--- src/rtl/buffet_write_arbiter.sv ---
// buffet_write_arbiter
//
// Shares the single buffet storage write port between the push path and the
// update (read-modify-write) path. Pushes wait in an in-order FIFO. Updates
// win by static priority. A starvation counter forces one push grant after
// STARVE_LIMIT consecutive update grants made while pushes were waiting.
// A committed update produces a one-cycle retire pulse that carries its index.
//
// Optional feature macro: BUFFET_WR_ARB_STATS_EN builds the saturating grant
// statistics counters. When it is undefined the stat ports are tied to zero.
//
// Ports:
//   clk, reset_i                     clock, synchronous active-high reset
//   push_data_i/idx_i/valid_i        push request
//   push_ready_o                     push FIFO has a free slot
//   update_data_i/idx_i/valid_i      update request
//   update_ready_o                   update granted this cycle
//   wr_data_o/idx_o/valid_o          storage write request (registered)
//   wr_ready_i                       storage accepts the write
//   update_done_o/update_done_idx_o  retire pulse and retired index
//   fifo_count_o                     push FIFO occupancy
//   stat_*_cnt_o                     push / update / forced grant counters
module buffet_write_arbiter #(
  parameter int unsigned DATA_WIDTH      = 32,
  parameter int unsigned ADDR_WIDTH      = 8,
  parameter int unsigned PUSH_FIFO_DEPTH = 4,
  parameter int unsigned STARVE_LIMIT    = 8
) (
  input  logic                               clk,
  input  logic                               reset_i,
  input  logic [DATA_WIDTH-1:0]              push_data_i,
  input  logic [ADDR_WIDTH-1:0]              push_idx_i,
  input  logic                               push_valid_i,
  output logic                               push_ready_o,
  input  logic [DATA_WIDTH-1:0]              update_data_i,
  input  logic [ADDR_WIDTH-1:0]              update_idx_i,
  input  logic                               update_valid_i,
  output logic                               update_ready_o,
  output logic [DATA_WIDTH-1:0]              wr_data_o,
  output logic [ADDR_WIDTH-1:0]              wr_idx_o,
  output logic                               wr_valid_o,
  input  logic                               wr_ready_i,
  output logic                               update_done_o,
  output logic [ADDR_WIDTH-1:0]              update_done_idx_o,
  output logic [$clog2(PUSH_FIFO_DEPTH):0]   fifo_count_o,
  output logic [15:0]                        stat_push_cnt_o,
  output logic [15:0]                        stat_update_cnt_o,
  output logic [15:0]                        stat_forced_cnt_o
);

  localparam int unsigned PtrW    = $clog2(PUSH_FIFO_DEPTH);
  localparam int unsigned CntW    = PtrW + 1;
  localparam int unsigned StarveW = $clog2(STARVE_LIMIT + 1);

  // Push FIFO
  logic [DATA_WIDTH-1:0] fifo_data_q [PUSH_FIFO_DEPTH];
  logic [ADDR_WIDTH-1:0] fifo_idx_q  [PUSH_FIFO_DEPTH];
  logic [PtrW-1:0]       wr_ptr_q, wr_ptr_d;
  logic [PtrW-1:0]       rd_ptr_q, rd_ptr_d;
  logic [CntW-1:0]       count_q, count_d;

  // Output stage
  logic [DATA_WIDTH-1:0] out_data_q, out_data_d;
  logic [ADDR_WIDTH-1:0] out_idx_q, out_idx_d;
  logic                  out_valid_q, out_valid_d;
  logic                  out_is_upd_q, out_is_upd_d;

  // Retire
  logic                  done_q, done_d;
  logic [ADDR_WIDTH-1:0] done_idx_q, done_idx_d;

  logic [StarveW-1:0]    starve_cnt_q, starve_cnt_d;

  logic enq, load_en, fifo_nonempty, force_push;
  logic grant_update, grant_push, commit;

  assign fifo_nonempty = (count_q != '0);
  // Readiness uses the current count only; a same-cycle dequeue frees nothing.
  assign push_ready_o  = (count_q != CntW'(PUSH_FIFO_DEPTH));
  assign enq           = push_valid_i & push_ready_o;

  assign load_en    = ~out_valid_q | wr_ready_i;
  assign force_push = fifo_nonempty & (starve_cnt_q == StarveW'(STARVE_LIMIT));
  // No grants while reset is asserted so update_ready_o reads 0 in reset.
  assign grant_update = ~reset_i & load_en & update_valid_i & ~force_push;
  assign grant_push   = ~reset_i & load_en & ~grant_update & fifo_nonempty;
  assign commit       = out_valid_q & wr_ready_i;

  assign update_ready_o = grant_update;

  always_comb begin
    wr_ptr_d = wr_ptr_q;
    rd_ptr_d = rd_ptr_q;
    count_d  = count_q;
    if (enq) begin
      wr_ptr_d = wr_ptr_q + PtrW'(1);
    end
    if (grant_push) begin
      rd_ptr_d = rd_ptr_q + PtrW'(1);
    end
    count_d = count_q + CntW'(enq) - CntW'(grant_push);
  end

  always_comb begin
    out_data_d   = out_data_q;
    out_idx_d    = out_idx_q;
    out_valid_d  = out_valid_q;
    out_is_upd_d = out_is_upd_q;
    if (load_en) begin
      if (grant_update) begin
        out_data_d   = update_data_i;
        out_idx_d    = update_idx_i;
        out_valid_d  = 1'b1;
        out_is_upd_d = 1'b1;
      end else if (grant_push) begin
        out_data_d   = fifo_data_q[rd_ptr_q];
        out_idx_d    = fifo_idx_q[rd_ptr_q];
        out_valid_d  = 1'b1;
        out_is_upd_d = 1'b0;
      end else begin
        out_valid_d  = 1'b0;
        out_is_upd_d = 1'b0;
      end
    end
  end

  always_comb begin
    done_d     = commit & out_is_upd_q;
    done_idx_d = done_idx_q;
    if (commit && out_is_upd_q) begin
      done_idx_d = out_idx_q;
    end
  end

  // Counts update grants only while pushes are actually waiting.
  always_comb begin
    starve_cnt_d = starve_cnt_q;
    if (!fifo_nonempty || grant_push) begin
      starve_cnt_d = '0;
    end else if (grant_update) begin
      starve_cnt_d = starve_cnt_q + StarveW'(1);
    end
  end

  always_ff @(posedge clk) begin
    if (reset_i) begin
      wr_ptr_q     <= '0;
      rd_ptr_q     <= '0;
      count_q      <= '0;
      out_data_q   <= '0;
      out_idx_q    <= '0;
      out_valid_q  <= 1'b0;
      out_is_upd_q <= 1'b0;
      done_q       <= 1'b0;
      done_idx_q   <= '0;
      starve_cnt_q <= '0;
    end else begin
      wr_ptr_q     <= wr_ptr_d;
      rd_ptr_q     <= rd_ptr_d;
      count_q      <= count_d;
      out_data_q   <= out_data_d;
      out_idx_q    <= out_idx_d;
      out_valid_q  <= out_valid_d;
      out_is_upd_q <= out_is_upd_d;
      done_q       <= done_d;
      done_idx_q   <= done_idx_d;
      starve_cnt_q <= starve_cnt_d;
    end
  end

  // Storage needs no reset; entries are only read after being written.
  always_ff @(posedge clk) begin
    if (enq && !reset_i) begin
      fifo_data_q[wr_ptr_q] <= push_data_i;
      fifo_idx_q[wr_ptr_q]  <= push_idx_i;
    end
  end

  assign wr_data_o         = out_data_q;
  assign wr_idx_o          = out_idx_q;
  assign wr_valid_o        = out_valid_q;
  assign update_done_o     = done_q;
  assign update_done_idx_o = done_idx_q;
  assign fifo_count_o      = count_q;

`ifdef BUFFET_WR_ARB_STATS_EN
  logic [15:0] stat_push_q, stat_update_q, stat_forced_q;

  always_ff @(posedge clk) begin
    if (reset_i) begin
      stat_push_q   <= '0;
      stat_update_q <= '0;
      stat_forced_q <= '0;
    end else begin
      if (grant_push && stat_push_q != 16'hFFFF) begin
        stat_push_q <= stat_push_q + 16'd1;
      end
      if (grant_update && stat_update_q != 16'hFFFF) begin
        stat_update_q <= stat_update_q + 16'd1;
      end
      // force_push blocks updates, so a forced grant is always a push grant.
      if (grant_push && force_push && stat_forced_q != 16'hFFFF) begin
        stat_forced_q <= stat_forced_q + 16'd1;
      end
    end
  end

  assign stat_push_cnt_o   = stat_push_q;
  assign stat_update_cnt_o = stat_update_q;
  assign stat_forced_cnt_o = stat_forced_q;
`else
  assign stat_push_cnt_o   = '0;
  assign stat_update_cnt_o = '0;
  assign stat_forced_cnt_o = '0;
`endif

endmodule

--- config.mk ---
export PLATFORM = sky130hd
export DESIGN_NAME = buffet_write_arbiter
export DESIGN_NICKNAME = d
export VERILOG_FILES = /design/src/rtl/buffet_write_arbiter.sv
export SDC_FILE = /design/constraint.sdc
export NUM_CORES = 1
export LEC_CHECK = 0
export ABC_AREA = 0
export CAP_MARGIN = 20
export CORE_MARGIN = 2
export CORE_UTILIZATION = 35
export CTS_CLUSTER_SIZE = 12
export DETAILED_ROUTE_END_ITERATION = 10
export DONT_BUFFER_PORTS = 1
export RECOVER_POWER = 100
export SYNTH_ARGS = -nofsm -noshare
export SYNTH_HDL_FRONTEND = slang
export SYNTH_SLANG_ARGS = --single-unit
--- constraint.sdc ---
create_clock -name clk -period 3.5 [get_ports clk]
set_clock_uncertainty 0.2 [all_clocks]
set_input_delay 0.35 -clock clk [delete_from_list [all_inputs] [get_ports clk]]
set_output_delay 0.35 -clock clk [all_outputs]
set_load 0.02 [all_outputs]
==> results.md, run 1 <==
* Status: completed
* CTS Buffer Depth at 3
* Drc violations at 0
* FF-to-FF setup slack at 280 ps
* Tot GR Track Use at 0.154
* Worst slew pin tran at 1050 ps
* Post-synth top area cell: edfxtp_1
* Cells after Synth at 604
* Clk Latency, worst-skew pair at 510 ps
* Synth top area cells: edfxtp_1, dfxtp_1, mux4_2
* Worst Hold End: rd_ptr_q[0]
* Die Span Y at 164 um
* Max_cap viols at 0
* Hold Vio Cnt, Final at 0
* Leak Pwr at 3.58 nW
* H-tree depth at 1
* Hold path depth at 4
* Violation count after the first detailed-route iteration at between 400 and 500
* First-pass GRT wire length at 31200 um
* Worst Hold Class: in2reg
* Ys Warns at 0
* Register-to-Register Path Depth at 5
* Clock Pin Slew Worst Setup and Hold Paths at roughly 60 ps
* Worst min-delay path startpoint: update_valid_i
* Number of port buffers at 0
* Final WS setup at 282 ps
* Synth Register Bits at 224
* Crit Path Max Fanout at 23
* Total Wirelength at 20500 um
* Seq. cell area at 6090 um^2
* Post-layout util at 0.425
* Setup TNS at 0 ps
* I/O pin total at 188
* Critical Path Start Type: flip-flop
* Slew margin rel. at 0.301
* FF-to-FF End: fifo_data_q[1][13]
* Pin count of the biggest net entering global routing at 46
* Final setup vio count at 0
* Final-report max-slew violation count at 0
* Number of antenna violations at the first check in global routing at 0
* Vias in the first global route at approximately 5400
* Core Footprint at around 25000 um^2
* Peak VDD IR at 0.456 mV
* Share of the synthesized area in the top cell type at 0.535
* Seq/Total Area, Yosys at 0.678
* Grt ovf at 0
* RSZ-0062 raised after global routing: no
* Antenna fix cells at 0
* Initial Utilization at 0.356
* Power Density at 682 nW/um^2
* Post-route minimum period at 3220 ps
* Root Buffer: clkbuf_16
* Final worst hold slack at ~63 ps
* Detailed-placement wirelength estimate at approximately 13000 um
* CTS Buf Count at 24
* WP data required at 3460 ps
* Number of gates resized after CTS at 0
* Commonest non-fill, non-tap cells in the layout: edfxtp_1, a21oi_1, dlygate4sd3_1
* Number of vias per cell at 5.03
* NumNets Final at 783
* PnR Total Power at ~0.0073 W
* Clock sinks at 224
* Hold buffers post-CTS at 84
* FF-to-FF Start: fifo_count_o[1]
* Period utilization at 0.919
* Die span in x at 164 um
* Placer Congestion at ~0.68
* Crit path kind: reg2reg
* Count of cell types in the netlist at 37
* CTS tree: built
* Achievable clock frequency at 311 MHz
* Syn-to-layout area delta at 19.3%
* DR pass1 iterations at 5
* Post-DRT Antenna Nets at 0
* Fillers at about 2300
* Layout cells sized above 1 at 0.130
* Cell row count at 58
* Crit. End Element: flip-flop
* DR vias at approximately 5200
* Multi-input logic area at roughly 2400 um^2
* Setup repair bufs after CTS at 0
* Full die area at 26900 um^2
* Pre-CTS worst setup slack at 631 ps
* Commonest non-fill, non-tap cell in the layout: edfxtp_1
* Critical Path AT at 3180 ps
* Synth Area per Inst at 14.9 um^2
* Post-Synthesis Cell Area at 8980 um^2
* Drt wl/cell at 19.7 um
==> worst max-delay path: stages (launching register included) <==
cell	delay (ps)
dfxtp_1	580
or3b_1	350
nand2_1	210
nor2_1	210
and2_1	760
clkbuf_4	550
==> layer usage <==
layer,global-route usage,part of all wire,up-vias
li1,-,-,2328
met1,0.212,0.44,2632
met2,0.247,0.47,226
met3,0.0341,0.076,25
met4,0.0395,0.017,0
met5,0,0,-
==> worst max path at each step <==
stage	from	end	slack (ps)
after floorplan	fifo_count_o[1]	fifo_data_q[0][0]	740
after global placement	fifo_count_o[2]	fifo_count_o[2]	690
after detailed placement	fifo_count_o[2]	fifo_count_o[2]	630
after CTS	reset_i	fifo_count_o[2]	290
after global routing	fifo_count_o[1]	fifo_data_q[1][23]	50
final	fifo_count_o[1]	fifo_data_q[1][13]	280
==> kinds of logic (layout without fill, tap and decap cells) <==
kind of cell	Yosys count	in the layout	synth area share
buf+inv	91	147	0.0725
fa+ha+maj	9	9	0.0134
mux	43	43	0.104
xor+xnor	3	3	0.00293
flops	224	224	0.678
simple gates	95	95	0.0491
compound gates	138	138	0.0799
other cells	1	48	0.000418
==> report_power, final <==
part	internal (W)	switching, W
logic	0.000576	0.000660
clock network	0.00160	0.000950
registers	0.00311	0.000409
total	0.00529	0.00202
==> synthesized netlist by cell type <==
library cell	instances
edfxtp_1	160
a21oi_1	93
dfxtp_1	64
nand2_1	62
buf_4	53
o21ai_0	41
mux4_2	40
buf_6	12
nor2_1	9
clkbuf_1	8
ha_1	8
inv_1	7
buf_2	5
and2_1	4
buf_1	4
nand3_1	3
nand3b_1	3
nor2b_1	3
a31oi_1	2
and3_1	2
mux2i_1	2
nand3_2	2
nand4_1	2
xnor2_1	2
a22oi_1	1
buf_8	1
conb_1	1
fa_1	1
inv_4	1
mux2_1	1
nand2b_1	1
nor2_4	1
nor3_2	1
o2111ai_4	1
or3_4	1
or3b_1	1
xor2_1	1
==> layout make-up <==
type                    instances  area share
flip-flops and latches        224       0.569
multi-input cells             336       0.225
repair buffers                 95      0.0893
clock buffers                  40      0.0665
well taps                     330      0.0385
clock inverters                 4     0.00888
inverters                       8     0.00304
==> state kept, by name, indices dropped and copies added (netlist names), 2 cells and up, named ones only <==
register	flops
update_done_idx_o	8
rd_ptr_q	2
starve_cnt_q	4
fifo_data_q	128
wr_ptr_q	2
wr_data_o	32
fifo_idx_q	32
wr_idx_o	8
fifo_count_o	3
==> per-stage QoR <==
step / std cells / instance area, um^2
3_3_place_gp: 908 / 9070
3_5_place_dp: 908 / 9070
2_1_floorplan: 651 / 9150
4_1_cts: 1036 / 10700
6_report: 1037 / 10700
5_1_grt: 1037 / 10700
Power figures use the tool's default switching activity.
==> inputs of run 2 (changes only) <==
==> constraint.sdc (replaced) <==
create_clock -name clk -period 3.5 [get_ports clk]
set_clock_uncertainty 0.2 [all_clocks]
set_input_delay 0.7 -clock clk [delete_from_list [all_inputs] [get_ports clk]]
set_output_delay 0.7 -clock clk [all_outputs]
set_load 0.02 [all_outputs]
==> run 2 against run 1 <==
Worst setup slack improved by 49 ps. Worst hold slack lost 3.0 ps. Power shrank 3.8%. Critical path type is now reg2out.
==> results.md, run 2 (synthesis results as in run 1) <==
* Status: completed
* Syn-to-layout area delta at 9.37%
* Slew margin rel. at 0.197
* Drt wl/cell at between 20 and 25 um
* Max_cap viols at 0
* Detailed-placement wirelength estimate at 12700 um
* Vias in the first global route at 5005
* Total Wirelength at 19900 um
* Placer Congestion at between 0.7 and 0.8
* Final-report max-slew violation count at 0
* WP data required at 2600 ps
* Clk Latency, worst-skew pair at around 520 ps
* Commonest non-fill, non-tap cell in the layout: edfxtp_1
* Most flop-heavy register: fifo_data_q
* NumNets Final at slightly above 700
* Die Span Y at 164 um
* Post-route minimum period at 3170 ps
* Critical Path AT at 2270 ps
* Critical Path Start Type: flip-flop
* Drc violations at 0
* Pin count of the biggest net entering global routing at between 40 and 50
* Leak Pwr at 3.22 nW
* Core Footprint at between 20000 and 30000 um^2
* Crit Path Max Fanout at 30
* Number of gates resized after CTS at 0
* Crit path kind: reg2out
* Met3 usage at 0.0528
* Grt ovf at 0
* Achievable clock frequency at around 320 MHz
* Clock sinks at 224
* Crit. End Element: output port
* Setup TNS at 0 ps
* Peak VDD IR at about 0.32 mV
* Period utilization at 0.905
* Number of vias per cell at around 5
* Violation count after the first detailed-route iteration at 330
* Root Buffer: clkbuf_16
* CTS Buffer Depth at 3
* Cell row count at 58
* Post-DRT Antenna Nets at 0
* RSZ-0062 raised after global routing: no
* Clock Pin Slew Worst Setup and Hold Paths at 60 ps
* Hold buffers post-CTS at 0
* Final setup vio count at 0
* DR pass1 iterations at 5
* H-tree depth at 1
* CTS tree: built
* Initial Utilization at 0.356
* Tot GR Track Use at 0.149
* Number of antenna violations at the first check in global routing at 0
* Setup repair bufs after CTS at 0
* Max reg flops at roughly 130
* DR vias at 4807
* Commonest non-fill, non-tap cells in the layout: edfxtp_1, a21oi_1, nand2_1, dfxtp_1, conb_1
* Fillers at 2319
* I/O pin total at 188
* Die span in x at 164 um
* Post-layout util at 0.390
* Antenna fix cells at 0
* Full die area at 26900 um^2
* GR met1 Demand/Resource at 0.187
* CTS Buf Count at 25
* Worst Hold Class: in2reg
* Global Route met2 Usage at 0.244
* Layout cells sized above 1 at 0.159
* First-pass GRT wire length at 30000 um
* Number of port buffers at 0
* Power Density at 716 nW/um^2
* Hold Vio Cnt, Final at 0
* Busiest grt layer: met2
* Worst slew pin tran at 1210 ps
-- run 2: changes by cell type in the layout (fill, tap and decap cells not counted), sizes merged --
cell and change:
dlygate4sd3 -84, bufinv -3, clkbuf -2, buf +2
clkinv +7, clkinvlp +1, inv +1
-- run 2: final timing paths --
path | end | depth (start not counted) | from | slack (ps)
worst min-delay path | update_done_idx_o[4] | 1 | reset_i | 60
worst min register to register | rd_ptr_q[0] | 1 | rd_ptr_q[0] | 290
worst max-delay path | update_ready_o | 6 | starve_cnt_q[1] | 330
worst max register to register | fifo_count_o[2] | 12 | fifo_count_o[1] | 340
-- run 2: area by class of cell --
type / instances / area [um^2] / area share
Sequential cell: 224 / 6090 / 0.620
Multi-Input combinational cell: 336 / 2390 / 0.244
Clock buffer: 36 / 697 / 0.0710
Tap cell: 330 / 413 / 0.0421
Timing Repair Buffer: 15 / 135 / 0.0138
Clock inverter: 10 / 53.8 / 0.00548
Inverter: 8 / 32.5 / 0.00331
-- run 2: layer usage --
layer / up-vias / routed length, um
met4: 0 / 432
met5: - / 0
met2: 222 / 9340
li1: 2181 / -
met3: 33 / 2140
met1: 2371 / 8010
-- run 2: worst max-delay path, stage by stage, from the launching register on --
cell and delay, ps:
dfxtp_1 390, inv_1 90, ha_1 200, nand3b_1 110, o2111ai_1 180, inv_4 220
clkbuf_4 540
-- run 2: power by group --
part           leakage [nW]  internal, W  switching [W]  total (W)
registers              1.98      0.00312       0.000418    0.00353
logic                 0.868     0.000514       0.000617    0.00113
clock network         0.370      0.00138       0.000985    0.00237
-- run 2: stage by stage --
stage / hold WS [ps] / setup WS, ps / total power (W) / area, um^2 / std cells
2_1_floorplan: 256 / 678 / 0.00452 / 9150 / 651
3_3_place_gp: 267 / 568 / 0.00472 / 9100 / 912
3_5_place_dp: 280 / 537 / 0.00476 / 9120 / 913
4_1_cts: 35.5 / 365 / 0.00715 / 9870 / 959
5_1_grt: 35.1 / 147 / 0.00739 / 9820 / 959
6_report: 59.9 / 332 / 0.00703 / 9820 / 959
==> inputs of run 3 (changes only) <==
--- a/config.mk
+++ b/config.mk
@@ -7,11 +7,14 @@
 export LEC_CHECK = 0
 export ABC_AREA = 0
 export CAP_MARGIN = 20
+export CELL_PAD_IN_SITES_DETAIL_PLACEMENT = 0
+export CELL_PAD_IN_SITES_GLOBAL_PLACEMENT = 1
 export CORE_MARGIN = 2
-export CORE_UTILIZATION = 35
+export CORE_UTILIZATION = 40
 export CTS_CLUSTER_SIZE = 12
 export DETAILED_ROUTE_END_ITERATION = 10
 export DONT_BUFFER_PORTS = 1
+export PLACE_DENSITY_LB_ADDON = 0.1
 export RECOVER_POWER = 100
 export SYNTH_ARGS = -nofsm -noshare
 export SYNTH_HDL_FRONTEND = slang
==> constraint.sdc (replaced) <==
create_clock -name clk -period 3.5 [get_ports clk]
set_clock_uncertainty 0.2 [all_clocks]
set_input_delay 0 -clock clk [delete_from_list [all_inputs] [get_ports clk]]
set_output_delay 0 -clock clk [all_outputs]
set_load 0.02 [all_outputs]
==> run 3 against run 2 <==
Via count increased by 7.1%. Cell count increased by 4.5%. Critical endpoint is now fifo_count_o[2]. Routed wire length about the same. Critical path type is now in2reg. First-iteration DRC count decreased by 12%. Global-route usage increased by 1.9 points. Core utilization increased by 9.9 points.
==> results.md, run 3 (synthesis results as in run 1) <==
* Max reg flops at 128
* Final-report max-slew violation count at 0
* WP data required at 3660 ps
* Register-to-Register Path Depth at 5
* Cell mode on critical path: inv_1
* Setup repair bufs after CTS at 0
* Drc violations at 0
* Post-layout util at 0.489
* Dpl cells at 859
* Worst min-delay path startpoint: push_data_i[31]
* First-pass GRT wire length at 30400 um
* Max_cap viols at 0
* Post-route minimum period at 3220 ps
* Antenna fix cells at 0
* Placer Congestion at between 0.7 and 0.8
* FF-to-FF Start: fifo_count_o[2]
* Die span in x at 154 um
* Critical path buffers and inverters at 5
* Tot GR Track Use at 0.168
* Clock sinks at 224
* Peak VDD IR at 0.346 mV
* Placed cell area at 9040 um^2
* I/O pin total at 188
* CP cell instances: dlygate4sd3_1 > inv_1 > o2111ai_4 > inv_4 > nor2_4 > ha_1 > inv_1 > ha_1 > inv_1 > fa_1 > xor2_1 > xnor2_1 > nor2_1
* Leak Pwr at 3.63 nW
* Clock Pin Slew Worst Setup and Hold Paths at 60 ps
* CTS Buffer Depth at 3
* Global Route met2 Usage at 0.295
* Achievable clock frequency at 310 MHz
* RSZ-0062 raised after global routing: no
* Most flop-heavy register: fifo_data_q
* Final non-filler cell total at roughly 1000
* FF-to-FF setup slack at 390 ps
* Commonest non-fill, non-tap cells in the layout: edfxtp_1, dlygate4sd3_1, a21oi_1
* Fillers at between 1500 and 2000
* Final setup vio count at 0
* Number of vias per cell at 5.14
* PnR Total Power at 0.00719 W
* Die Span Y at 154 um
* Grt ovf at 0
* Critical Path Max Stage Delay at ~1100 ps
* DR pass1 iterations at 4
* Commonest non-fill, non-tap cell in the layout: edfxtp_1
* Post-DRT Antenna Nets at 0
* Cell area after layout at 10700 um^2
* Core Footprint at around 22000 um^2
* Total Wirelength at 19900 um
* Multi-input logic area at 2420 um^2
* Setup TNS at 0 ps
* Crit Path Max Fanout at 23
* Slew margin rel. at 0.101
* Number of antenna violations at the first check in global routing at 0
* CTS tree: built
* Full die area at 23700 um^2
* Vias in the first global route at 5259
* GR met1 Demand/Resource at 0.219
* Pin count of the biggest net entering global routing at 46
* H-tree depth at 1
* Root Buffer: clkbuf_16
* Layout cells sized above 1 at 0.134
* Period utilization at 0.920
* DR vias at 5147
* Seq. cell area at 6090 um^2
* Critical Path Start Type: input pin
* Highest-delay cell along the critical path: dlygate4sd3_1
* FF-to-FF End: fifo_data_q[2][22]
* Violation count after the first detailed-route iteration at 290
* Busiest grt layer: met2
* CP delay by family, top: buffers and inverters
* Drt wl/cell at 19.9 um
* Crit. End Element: flip-flop
* Met3 usage at 0.0299
* Initial Utilization at 0.409
* Crit path kind: in2reg
* Worst Hold End: fifo_data_q[0][31]
* Syn-to-layout area delta at 19.6%
* Worst Hold Class: in2reg
* Hold Vio Cnt, Final at 0
* Cell row count at 54
* Clk Latency, worst-skew pair at 500 ps
* Power Density at 670 nW/um^2
* Worst slew pin tran at roughly 1300 ps
* Detailed-placement wirelength estimate at roughly 12000 um
* NumNets Final at 798
* Status: completed
* CTS Buf Count at 24
* Hold path depth at 1
* Critical Path AT at 3380 ps
* Number of port buffers at 0
==> run 3: area by class of cell <==
class / count / area share
multi-input combinational: 336 / 0.225
tap: 280 / 0.0326
inverter: 8 / 0.00303
clock inverter: 6 / 0.00513
sequential: 224 / 0.567
clock buffer: 38 / 0.0656
timing repair buffer: 110 / 0.101
==> run 3: routing by layer <==
metal | wire [um] | share of wire
met1 | 8590 | 0.43
met2 | 10000 | 0.50
met3 | 1000 | 0.050
met5 | 0 | 0
met4 | 325 | 0.016
==> run 3: through the flow <==
step                setup WS [ps]  hold WS, ps
finish                        278         12.1
detailed placement            688         -115
global route                 26.8         1.35
global placement              704         -119
CTS                           201         1.91
floorplan                     742         -101
==> run 3: worst max-delay path by stage <==
stage	depth (start not counted)	startpoint	slack, ps	to
5_1_grt	13	reset_i	30	fifo_count_o[2]
3_5_place_dp	10	fifo_count_o[2]	690	fifo_count_o[2]
3_3_place_gp	10	fifo_count_o[2]	700	fifo_count_o[2]
2_1_floorplan	4	fifo_count_o[1]	740	fifo_data_q[0][0]
4_1_cts	13	reset_i	200	fifo_count_o[2]
6_report	13	reset_i	280	fifo_count_o[2]
==> run 3: timing repair <==
action,in CTS,in global routing
hold buffers,99,0
hold endpoints to repair,361,0
gates resized for setup,0,0
==> run 3: where the power goes <==
| part | switching, W | internal, W |
|---|---|---|
| clock network | 0.000975 | 0.00145 |
| registers | 0.000426 | 0.00312 |
| logic | 0.000637 | 0.000581 |
